### config.mk
export PLATFORM = sky130hd
export DESIGN_NAME = grant_bus_sequencer_flat
export DESIGN_NICKNAME = d
export VERILOG_FILES = /design/src/rtl/grant_bus_sequencer_if.sv /design/src/rtl/grant_bus_sequencer.sv /design/src/flat_wrapper.sv
export SDC_FILE = /design/constraint.sdc
export NUM_CORES = 1
export LEC_CHECK = 0
export CAP_MARGIN = 30
export CELL_PAD_IN_SITES_DETAIL_PLACEMENT = 1
export CELL_PAD_IN_SITES_GLOBAL_PLACEMENT = 1
export CORE_MARGIN = 2
export CORE_UTILIZATION = 40
export CTS_CLUSTER_DIAMETER = 50
export DETAILED_ROUTE_END_ITERATION = 6
export GPL_TIMING_DRIVEN = 1
export PLACE_DENSITY_LB_ADDON = 0.1
export SYNTH_ARGS = -nofsm -noshare
export SYNTH_HDL_FRONTEND = slang
export SYNTH_SLANG_ARGS = --single-unit
### constraint.sdc
create_clock -name Clk -period 3.3 [get_ports Clk]
set_input_delay 0.33 -clock Clk [delete_from_list [all_inputs] [get_ports Clk]]
set_output_delay 0.33 -clock Clk [all_outputs]
set_load 0.03 [all_outputs]
### src/rtl/grant_bus_sequencer_if.sv
// Handshake bundle between the upstream arbiter, the bus devices and the grant sequencer.
// The sequencer takes the slave side; whoever drives grants and acks takes the master side.
interface grant_bus_sequencer_if;
   logic [2:0] GrtId;
   logic       GrtLd;
   logic [7:0] Ack;
   logic [7:0] GntOH;
   logic [2:0] Owner;
   logic       Busy;
   logic       Done;
   logic       TimeoutErr;
   logic       HoldErr;
   logic       Overrun;

   modport master (
      output GrtId, GrtLd, Ack,
      input  GntOH, Owner, Busy, Done, TimeoutErr, HoldErr, Overrun
   );

   modport slave (
      input  GrtId, GrtLd, Ack,
      output GntOH, Owner, Busy, Done, TimeoutErr, HoldErr, Overrun
   );
endinterface

### src/rtl/grant_bus_sequencer.sv
// Turns arbiter grant strobes into a one-hot bus grant.
// It tracks device acks, applies ack-timeout and hold limits, and keeps one pending grant queued.
module grant_bus_sequencer #(
   parameter logic [7:0] ACK_TIMEOUT = 8'd15,
   parameter logic [7:0] MAX_HOLD    = 8'd255
) (
   input logic                  Clk,
   input logic                  Rst,
   grant_bus_sequencer_if.slave bus_io
);

   typedef enum logic [1:0] {StIdle, StWaitAck, StOwn, StRelease} state_e;

   state_e     state_q, state_d;
   logic [7:0] cnt_q, cnt_d;
   logic [2:0] owner_q, owner_d;
   logic       pend_vld_q, pend_vld_d;
   logic [2:0] pend_id_q, pend_id_d;
   logic       tflag_q, tflag_d;
   logic       hflag_q, hflag_d;
   logic       overrun_q, overrun_d;
   logic [7:0] gnt_q, gnt_d;
   logic       busy_q, busy_d;
   logic       done_q, done_d;
   logic       terr_q, terr_d;
   logic       herr_q, herr_d;

   logic       ld_ok;
   logic       own_ack;
   logic [7:0] cnt_inc;

   assign ld_ok   = bus_io.GrtLd && (bus_io.GrtId != 3'h0);
   assign own_ack = bus_io.Ack[owner_q];
   assign cnt_inc = (cnt_q == 8'hFF) ? cnt_q : cnt_q + 8'd1;

   always_comb begin
      state_d    = state_q;
      cnt_d      = cnt_q;
      owner_d    = owner_q;
      pend_vld_d = pend_vld_q;
      pend_id_d  = pend_id_q;
      tflag_d    = tflag_q;
      hflag_d    = hflag_q;
      overrun_d  = 1'b0;

      // Queue writes land first so a strobe in the release cycle is served next.
      if (ld_ok && (state_q != StIdle)) begin
         pend_vld_d = 1'b1;
         pend_id_d  = bus_io.GrtId;
         overrun_d  = pend_vld_q;
      end

      unique case (state_q)
         StIdle: begin
            if (ld_ok) begin
               owner_d = bus_io.GrtId;
               cnt_d   = 8'd0;
               state_d = StWaitAck;
            end
         end
         StWaitAck: begin
            if (own_ack) begin
               cnt_d   = 8'd0;
               state_d = StOwn;
            end else if (cnt_q == ACK_TIMEOUT) begin
               tflag_d = 1'b1;
               state_d = StRelease;
            end else begin
               cnt_d = cnt_inc;
            end
         end
         StOwn: begin
            if (!own_ack) begin
               state_d = StRelease;
            end else if (cnt_q == MAX_HOLD) begin
               hflag_d = 1'b1;
               state_d = StRelease;
            end else begin
               cnt_d = cnt_inc;
            end
         end
         StRelease: begin
            tflag_d = 1'b0;
            hflag_d = 1'b0;
            if (pend_vld_d) begin
               owner_d    = pend_id_d;
               pend_vld_d = 1'b0;
               pend_id_d  = 3'h0;
               cnt_d      = 8'd0;
               state_d    = StWaitAck;
            end else begin
               owner_d = 3'h0;
               state_d = StIdle;
            end
         end
         default: state_d = StIdle;
      endcase
   end

   // Outputs are the decode of the next state, registered so they track state_q exactly.
   always_comb begin
      gnt_d  = ((state_d == StWaitAck) || (state_d == StOwn)) ? (8'd1 << owner_d) : 8'd0;
      busy_d = (state_d != StIdle);
      done_d = (state_d == StRelease);
      terr_d = (state_d == StRelease) && tflag_d;
      herr_d = (state_d == StRelease) && hflag_d;
   end

   always_ff @(posedge Clk or posedge Rst) begin
      if (Rst) begin
         state_q    <= StIdle;
         cnt_q      <= 8'd0;
         owner_q    <= 3'h0;
         pend_vld_q <= 1'b0;
         pend_id_q  <= 3'h0;
         tflag_q    <= 1'b0;
         hflag_q    <= 1'b0;
         overrun_q  <= 1'b0;
         gnt_q      <= 8'd0;
         busy_q     <= 1'b0;
         done_q     <= 1'b0;
         terr_q     <= 1'b0;
         herr_q     <= 1'b0;
      end else begin
         state_q    <= state_d;
         cnt_q      <= cnt_d;
         owner_q    <= owner_d;
         pend_vld_q <= pend_vld_d;
         pend_id_q  <= pend_id_d;
         tflag_q    <= tflag_d;
         hflag_q    <= hflag_d;
         overrun_q  <= overrun_d;
         gnt_q      <= gnt_d;
         busy_q     <= busy_d;
         done_q     <= done_d;
         terr_q     <= terr_d;
         herr_q     <= herr_d;
      end
   end

   assign bus_io.GntOH      = gnt_q;
   assign bus_io.Owner      = owner_q;
   assign bus_io.Busy       = busy_q;
   assign bus_io.Done       = done_q;
   assign bus_io.TimeoutErr = terr_q;
   assign bus_io.HoldErr    = herr_q;
   assign bus_io.Overrun    = overrun_q;

endmodule

### src/flat_wrapper.sv
// flat-port wrapper written by rule: the top's interface ports become plain ports
module grant_bus_sequencer_flat 
#(
   parameter logic [7:0] ACK_TIMEOUT = 8'd15,
   parameter logic [7:0] MAX_HOLD    = 8'd255
)
  (Clk, Rst, bus_io_GrtId, bus_io_GrtLd, bus_io_Ack, bus_io_GntOH, bus_io_Owner, bus_io_Busy, bus_io_Done, bus_io_TimeoutErr, bus_io_HoldErr, bus_io_Overrun);
  grant_bus_sequencer_if bus_io_i ();
  input logic Clk;
  input logic Rst;
  input wire logic [$bits(bus_io_i.GrtId)-1:0] bus_io_GrtId;
  input wire logic [$bits(bus_io_i.GrtLd)-1:0] bus_io_GrtLd;
  input wire logic [$bits(bus_io_i.Ack)-1:0] bus_io_Ack;
  output wire logic [$bits(bus_io_i.GntOH)-1:0] bus_io_GntOH;
  output wire logic [$bits(bus_io_i.Owner)-1:0] bus_io_Owner;
  output wire logic [$bits(bus_io_i.Busy)-1:0] bus_io_Busy;
  output wire logic [$bits(bus_io_i.Done)-1:0] bus_io_Done;
  output wire logic [$bits(bus_io_i.TimeoutErr)-1:0] bus_io_TimeoutErr;
  output wire logic [$bits(bus_io_i.HoldErr)-1:0] bus_io_HoldErr;
  output wire logic [$bits(bus_io_i.Overrun)-1:0] bus_io_Overrun;
  assign bus_io_i.GrtId = bus_io_GrtId;
  assign bus_io_i.GrtLd = bus_io_GrtLd;
  assign bus_io_i.Ack = bus_io_Ack;
  assign bus_io_GntOH = bus_io_i.GntOH;
  assign bus_io_Owner = bus_io_i.Owner;
  assign bus_io_Busy = bus_io_i.Busy;
  assign bus_io_Done = bus_io_i.Done;
  assign bus_io_TimeoutErr = bus_io_i.TimeoutErr;
  assign bus_io_HoldErr = bus_io_i.HoldErr;
  assign bus_io_Overrun = bus_io_i.Overrun;
  grant_bus_sequencer #(.ACK_TIMEOUT(ACK_TIMEOUT), .MAX_HOLD(MAX_HOLD)) u_core (.Clk(Clk), .Rst(Rst), .bus_io(bus_io_i));
endmodule
* Word-level counts from Yosys, hierarchy flattened *
Index checks and enable logic that the tools add are counted.

storage, ports and cells
  logic and storage cells = 72
  bits in read-only memories = 0
  memories = 0
  latch bits = 0
  bits in writable memories = 0
  output and inout port bits = 16
  input bits = 14
  flip-flop bits (word level) = 32

operators by class
  eq/ne operators = 13
  multipliers = 0
  muxes and demuxes = 33
  shifts and indexed selects = 1
  reductions and logical operators = 10
  add/sub/neg operators = 1
  div/mod/pow operators = 0
  bitwise logic cells = 0
  magnitude comparators = 1

operators by type and width
  cell                                                         count
  2-to-1 mux 8 bit                                             8
  case mux 8 bit (4 select lines)                              1
  2-to-1 mux 3 bit                                             5
  2-to-1 mux 2 bit                                             5
  2-to-1 mux 1 bit                                             9
  adder 8 x 1 -> 8 bit (second input constant)                 1
  == test 2 bit (second input constant)                        4
  == test 8 x 4 -> 1 bit (second input constant)               1
  == test 8 bit (second input constant)                        1
  case mux 2 bit (4 select lines)                              1
  << shifter 1 x 3 -> 8 bit (first input constant)             1
  inequality test 2 x 1 -> 1 bit (second input constant)       3
  case mux 3 bit (2 select lines)                              1
  AND reduction 5 bit                                          1
  == test 2 x 1 -> 1 bit (second input constant)               2
  logical AND 1 bit                                            4
  less-than comparator 3 x 4 -> 1 bit (second input constant)  1
  case mux 1 bit (2 select lines)                              2
  nonzero test 2 bit                                           2
  binary-select mux 1 bit (select 3 bit)                       1
  inequality test 3 x 2 -> 1 bit (second input constant)       1
  nonzero test 3 bit                                           1
  logical NOT 2 bit                                            1
  inequality test 2 bit (second input constant)                1
  logical OR 1 bit                                             1

* Logic depth before layout (Yosys ltp) *
Gate-level depths: netlist (run 1).

  depth after elaboration = 9
  mapped depth = 12
  mapped depth without buffers = 11

* Worst setup path after synthesis (run 1) *
OpenSTA, ideal clock, no wires.

  path type = register -> register
  start = register u_core.state_q[1]
  end = register u_core.gnt_q[3], in the netlist u_core.bus_io.GntOH[3]
  stages on the path, launching flop included = 13
  setup time = 0.072 ns
  period minus slack after synthesis = 2.690 ns
  data arrival time = 2.618 ns
  path buffers = 1
  required time = 3.228 ns
  path slack = 0.610 ns
  cells stage by stage = dfrtp_1 inv_1 ha_1 and2b_4 nand2b_1 buf_4 a21oi_1 or4_1 a31oi_1 a31o_1 ha_1 or3b_1 nor2_1

between the ends
  longest elaborated chain between the ends = 8
  elaborated cells between the ends (all ways) = 22
  those cells by class = eq/ne (5); shift (1); mux (12); reduce/logical (4)

ends and longest elaborated chain
  what                                                            RTL line                    source
  start, declared                                                 grant_bus_sequencer.sv:14   state_e state_q, state_d;
  start signal, assigned                                          grant_bus_sequencer.sv:111  state_q <= StIdle;
  start signal, assigned                                          grant_bus_sequencer.sv:125  state_q <= state_d;
  nonzero test 2 bit                                              grant_bus_sequencer.sv:47   if (ld_ok && (state_q != StIdle)) begin
  logical AND 1 bit                                               grant_bus_sequencer.sv:47
  2-to-1 mux 1 bit                                                grant_bus_sequencer.sv:47
  2-to-1 mux 1 bit                                                grant_bus_sequencer.sv:85   if (pend_vld_d) begin
  case mux 2 bit (4 select lines)                                 grant_bus_sequencer.sv:53   unique case (state_q)
  == test 2 x 1 -> 1 bit / == test 2 bit (equally long branches)  grant_bus_sequencer.sv:102  gnt_d = ((state_d == StWaitAck) || (state_d == StOwn)) ? (8'd1 << owner_d) : 8'd0;
  logical OR 1 bit                                                grant_bus_sequencer.sv:102
  2-to-1 mux 8 bit (*)                                            grant_bus_sequencer.sv:102
  net u_core.gnt_d[3]                                             grant_bus_sequencer.sv:22   logic [7:0] gnt_q, gnt_d;
  end signal, assigned                                            grant_bus_sequencer.sv:133  gnt_q <= gnt_d;
  end, declared                                                   grant_bus_sequencer.sv:22

The timed path passes the listed nets; every way through them passes the cells marked *.
A chain may end at the register's enable or synchronous reset.

* Worst setup path after layout (run 1) *
  start = register u_core.state_q[0]
  end = register u_core.gnt_q[2], in the netlist u_core.bus_io.GntOH[2]

Same word-level chain as after synthesis.

==> impl_metrics.ini, run 1 <==
[logic_synthesis]
yosys_register_bits = 32
yosysSeqAreaShare_pct = 46.1
ys_warn_count = 0
synth_area_um2 = 1740
yosys_most_used_dff = dfrtp_1
ys_types = 40
netlist_instances = 175
synth-async-reset-ratio_pct = 100
syn_avg_cell_area_um2 = 9.92
synth_top_area_cell = dfrtp_1
yosys-top-cells-area = dfrtp_1 46%, ha_1 5.8%, nor2_1 5.4%, a21oi_1 4.6%, mux4_1 3.0%
synth-edff-count = 0
synth_top_area_share_pct = 46.1
synth_fp_nets = 197

[power]
p_per_area_nw_per_um2 = 870
p_clk_share_pct = 19.3
irDropWorstVdd_uv = 384
switching_power_w = 0.000811
combinationalPowerShare_pct = 52.4
p_leak_nw = 0.992
internal-power_w = 0.00111
seqPwrFrac_pct = 28.3
power_switching_share_pct = 42.2

[detailed_routing]
viasPerCell = 5.56
dr.pass1.iters = 4
finalWirelength_um = 4560
drt_iter0_drc = 32
wl_per_cell_um = 17.3
dr_total_vias = 1463
drtAntennaViolNets = 0
drc_errors = 0

[setup_path]
cp_top_family = simple AND/OR/NAND/NOR gates
r2r-end = u_core.bus_io.GntOH[2]
r2r_start = u_core.state_q[0]
cp_num_buf_inv = 1
required_ns = 3.51
worstRegToRegCells = 11
worstSetupEndpointType = register
crit_fanout = 6
slowest_delay_ns = 0.50
cpMostUsedCell = ha_1
rrSetupSlack_ns = 0.31
crit_arrival_ns = 3.20
path_cells = inv_1, ha_1, and2b_4, nand2b_1, a21oi_1, or4_1, a31oi_1, a31o_1, ha_1, or3b_1, nor2_1
crit_slowest_cell = or4_1
critPathLaunchType = register
crit_type = reg2reg

[layout]
fillers = 473
layout.nets = 234
area_delta_synth_final_pct = 27.1
drive_gt1_share_pct = 9.86
diodes = 0

[floorplan]
core_um2 = 4090
die_y_um = 69.9
placementRows = 23
die_width_um = 69.9
die_area_um2 = 4880
start_util_pct = 42.5
io_pins = 30

[clock_network]
htree_num_levels = 2
cts_buffers = 5
path_clk_slew_ns = 0.07
post_cts_buffers = 0
cts_tree = built
cts_resized = 0
clockBufferDepth = 2
root_buffer = clkbuf_8
clock_sinks = 32
clk_latency_ns = 0.28
cts_hold_buf = 0

[place]
dp_hpwl_um = 3350
io_buffer_count = 29
post-place-ws_ns = 0.231
routabilityCongestion = 0.859

[outcome]
outcome = finished clean

[sta]
rsz0062_at_grt = false
report.final.setup_viol = 0
slew_viol_final = 0
timing.hold.ws_ns = 0.440
worst_pin_slew_ns = 0.546
post-route-period-util_pct = 90.7
hold_violations = 0
max_freq_mhz = 334
min_period_ns = 2.99
fin_setup_tns_ns = 0
finalClockSkew_ns = 0.00805
fin_ws_ns = 0.307
max_slew_margin_pct = 63.4

[global_route]
grt_pass1_vias = 1648
grt_use_met1_pct = 23.7
grt_max_degree = 33
grt_busiest_layer = met2
grt-ovfl-total = 0
grt_util_met3_pct = 5.05
grt_pass1_wl_um = 7970
antenna_found_initial = 0
grtUsageMet2_pct = 37.4
grt_util_all_layers_pct = 20.8

[job]
max_cap_violations = 0

[worst_hold_path]
hold_class = in2async
[power groups by stage]
| stage | registers [W] | clock network, W | logic (W) |
|---|---|---|---|
| after global placement | 0.000546 | 0 | 0.000953 |
| final | 0.000544 | 0.000369 | 0.00101 |
| after global routing | 0.000558 | 0.000402 | 0.00111 |
| after detailed placement | 0.000550 | 0 | 0.000995 |
| after floorplan | 0.000631 | 0 | 0.000620 |
| after CTS | 0.000545 | 0.000379 | 0.00102 |
[flip-flops by register name (all words and copies together), names as in the netlist, 2 cells and up]
| signal | flops |
|---|---|
| u_core.pend_id_q | 3 |
| u_core.state_q | 2 |
| u_core.bus_io.GntOH | 8 |
| u_core.cnt_q | 8 |
| u_core.bus_io.Owner | 3 |
[per-stage QoR]
step                      std cells  area [um2]  utilization (%)  power (W)
after global routing            263        2210             54.0    0.00207
after floorplan                 175        1740                -    0.00125
after detailed placement        255        2100             51.3    0.00155
after CTS                       263        2210             54.0    0.00194
after global placement          255        2100             51.3    0.00150
final                           263        2210             54.0    0.00192
[cells in the mapped netlist, types with 2 or more instances]
cell,instances
a221oi_2,2
or4_1,2
mux4_1,2
nand2_1,10
o21ai_0,5
nand2b_1,6
a21oi_1,16
a22oi_1,3
dfrtp_1,32
and3_1,5
nand3_1,3
ha_1,8
a31o_1,2
nor2_1,25
o21ai_1,10
nor2b_1,3
a31oi_1,4
a32o_1,2
and2_1,5
inv_1,10
[layer usage]
| layer | vias up | wire length [um] |
|---|---|---|
| met5 | - | 0 |
| met4 | 0 | 79 |
| met3 | 7 | 202 |
| met2 | 35 | 2490 |
| met1 | 727 | 1780 |
| li1 | 694 | - |
[worst register-to-register path, cell delays in order, from the launching register on]
cell      delay [ns]
dfrtp_1         0.43
inv_1           0.14
ha_1            0.29
and2b_4         0.25
nand2b_1        0.11
a21oi_1         0.15
or4_1           0.50
a31oi_1         0.24
a31o_1          0.13
ha_1            0.14
or3b_1          0.42
nor2_1          0.13
[area by class of cell]
cell class,count,area [um2],share of cell area (%)
clock inverters,2,35.0,1.59
flip-flops and latches,32,801,36.3
inverters,10,37.5,1.70
multi-input cells,131,885,40.1
repair buffers,32,313,14.2
clock buffers,6,72.6,3.29
well taps,50,62.6,2.84
[logic make-up after synthesis]
| logic type | count (synthesis) | synth area share (%) |
|---|---|---|
| multiplexers | 3 | 4.33 |
| AND/OR/NAND/NOR | 70 | 22.1 |
| adder cells (fa/ha/maj) | 8 | 5.77 |
| buffers and inverters | 12 | 2.88 |
| flip-flops | 32 | 46.1 |
| AO/OA/AOI/OAI | 50 | 18.8 |
[cells in the final DEF, fill, tap and decap left out, types with 3 or more instances in the layout]
cell / instances
a22oi_1: 3
clkdlybuf4s50_1: 29
dfrtp_1: 32
a31oi_1: 4
nand3_1: 3
o21ai_0: 5
clkbuf_8: 5
and3_1: 5
nor2_1: 25
o21ai_1: 10
nand2_1: 10
inv_1: 10
ha_1: 8
nand2b_1: 6
and2_1: 5
nor2b_1: 3
a21oi_1: 16
buf_4: 3
[worst max-delay path by stage]
stage                 startpoint                      to  slack, ns  depth (start not counted)
2_1_floorplan  u_core.state_q[1]  u_core.bus_io.GntOH[3]       0.61                         12
3_3_place_gp     bus_io_GrtId[1]  u_core.bus_io.GntOH[3]       0.36                         10
4_1_cts        u_core.state_q[0]  u_core.bus_io.GntOH[2]       0.32                         11
5_1_grt        u_core.state_q[1]  u_core.bus_io.GntOH[2]       0.18                         11
3_5_place_dp     bus_io_GrtId[1]  u_core.bus_io.GntOH[2]       0.23                         10
6_report       u_core.state_q[0]  u_core.bus_io.GntOH[2]       0.31                         11
Note: power is estimated with default switching activity, not from simulation.
==> inputs of run 2 (changes only) <==
Settings changed: SLEW_MARGIN from default to 20.
==> results of run 2 <==
The final DEF is identical to that of run 1; final timing and power are the same.
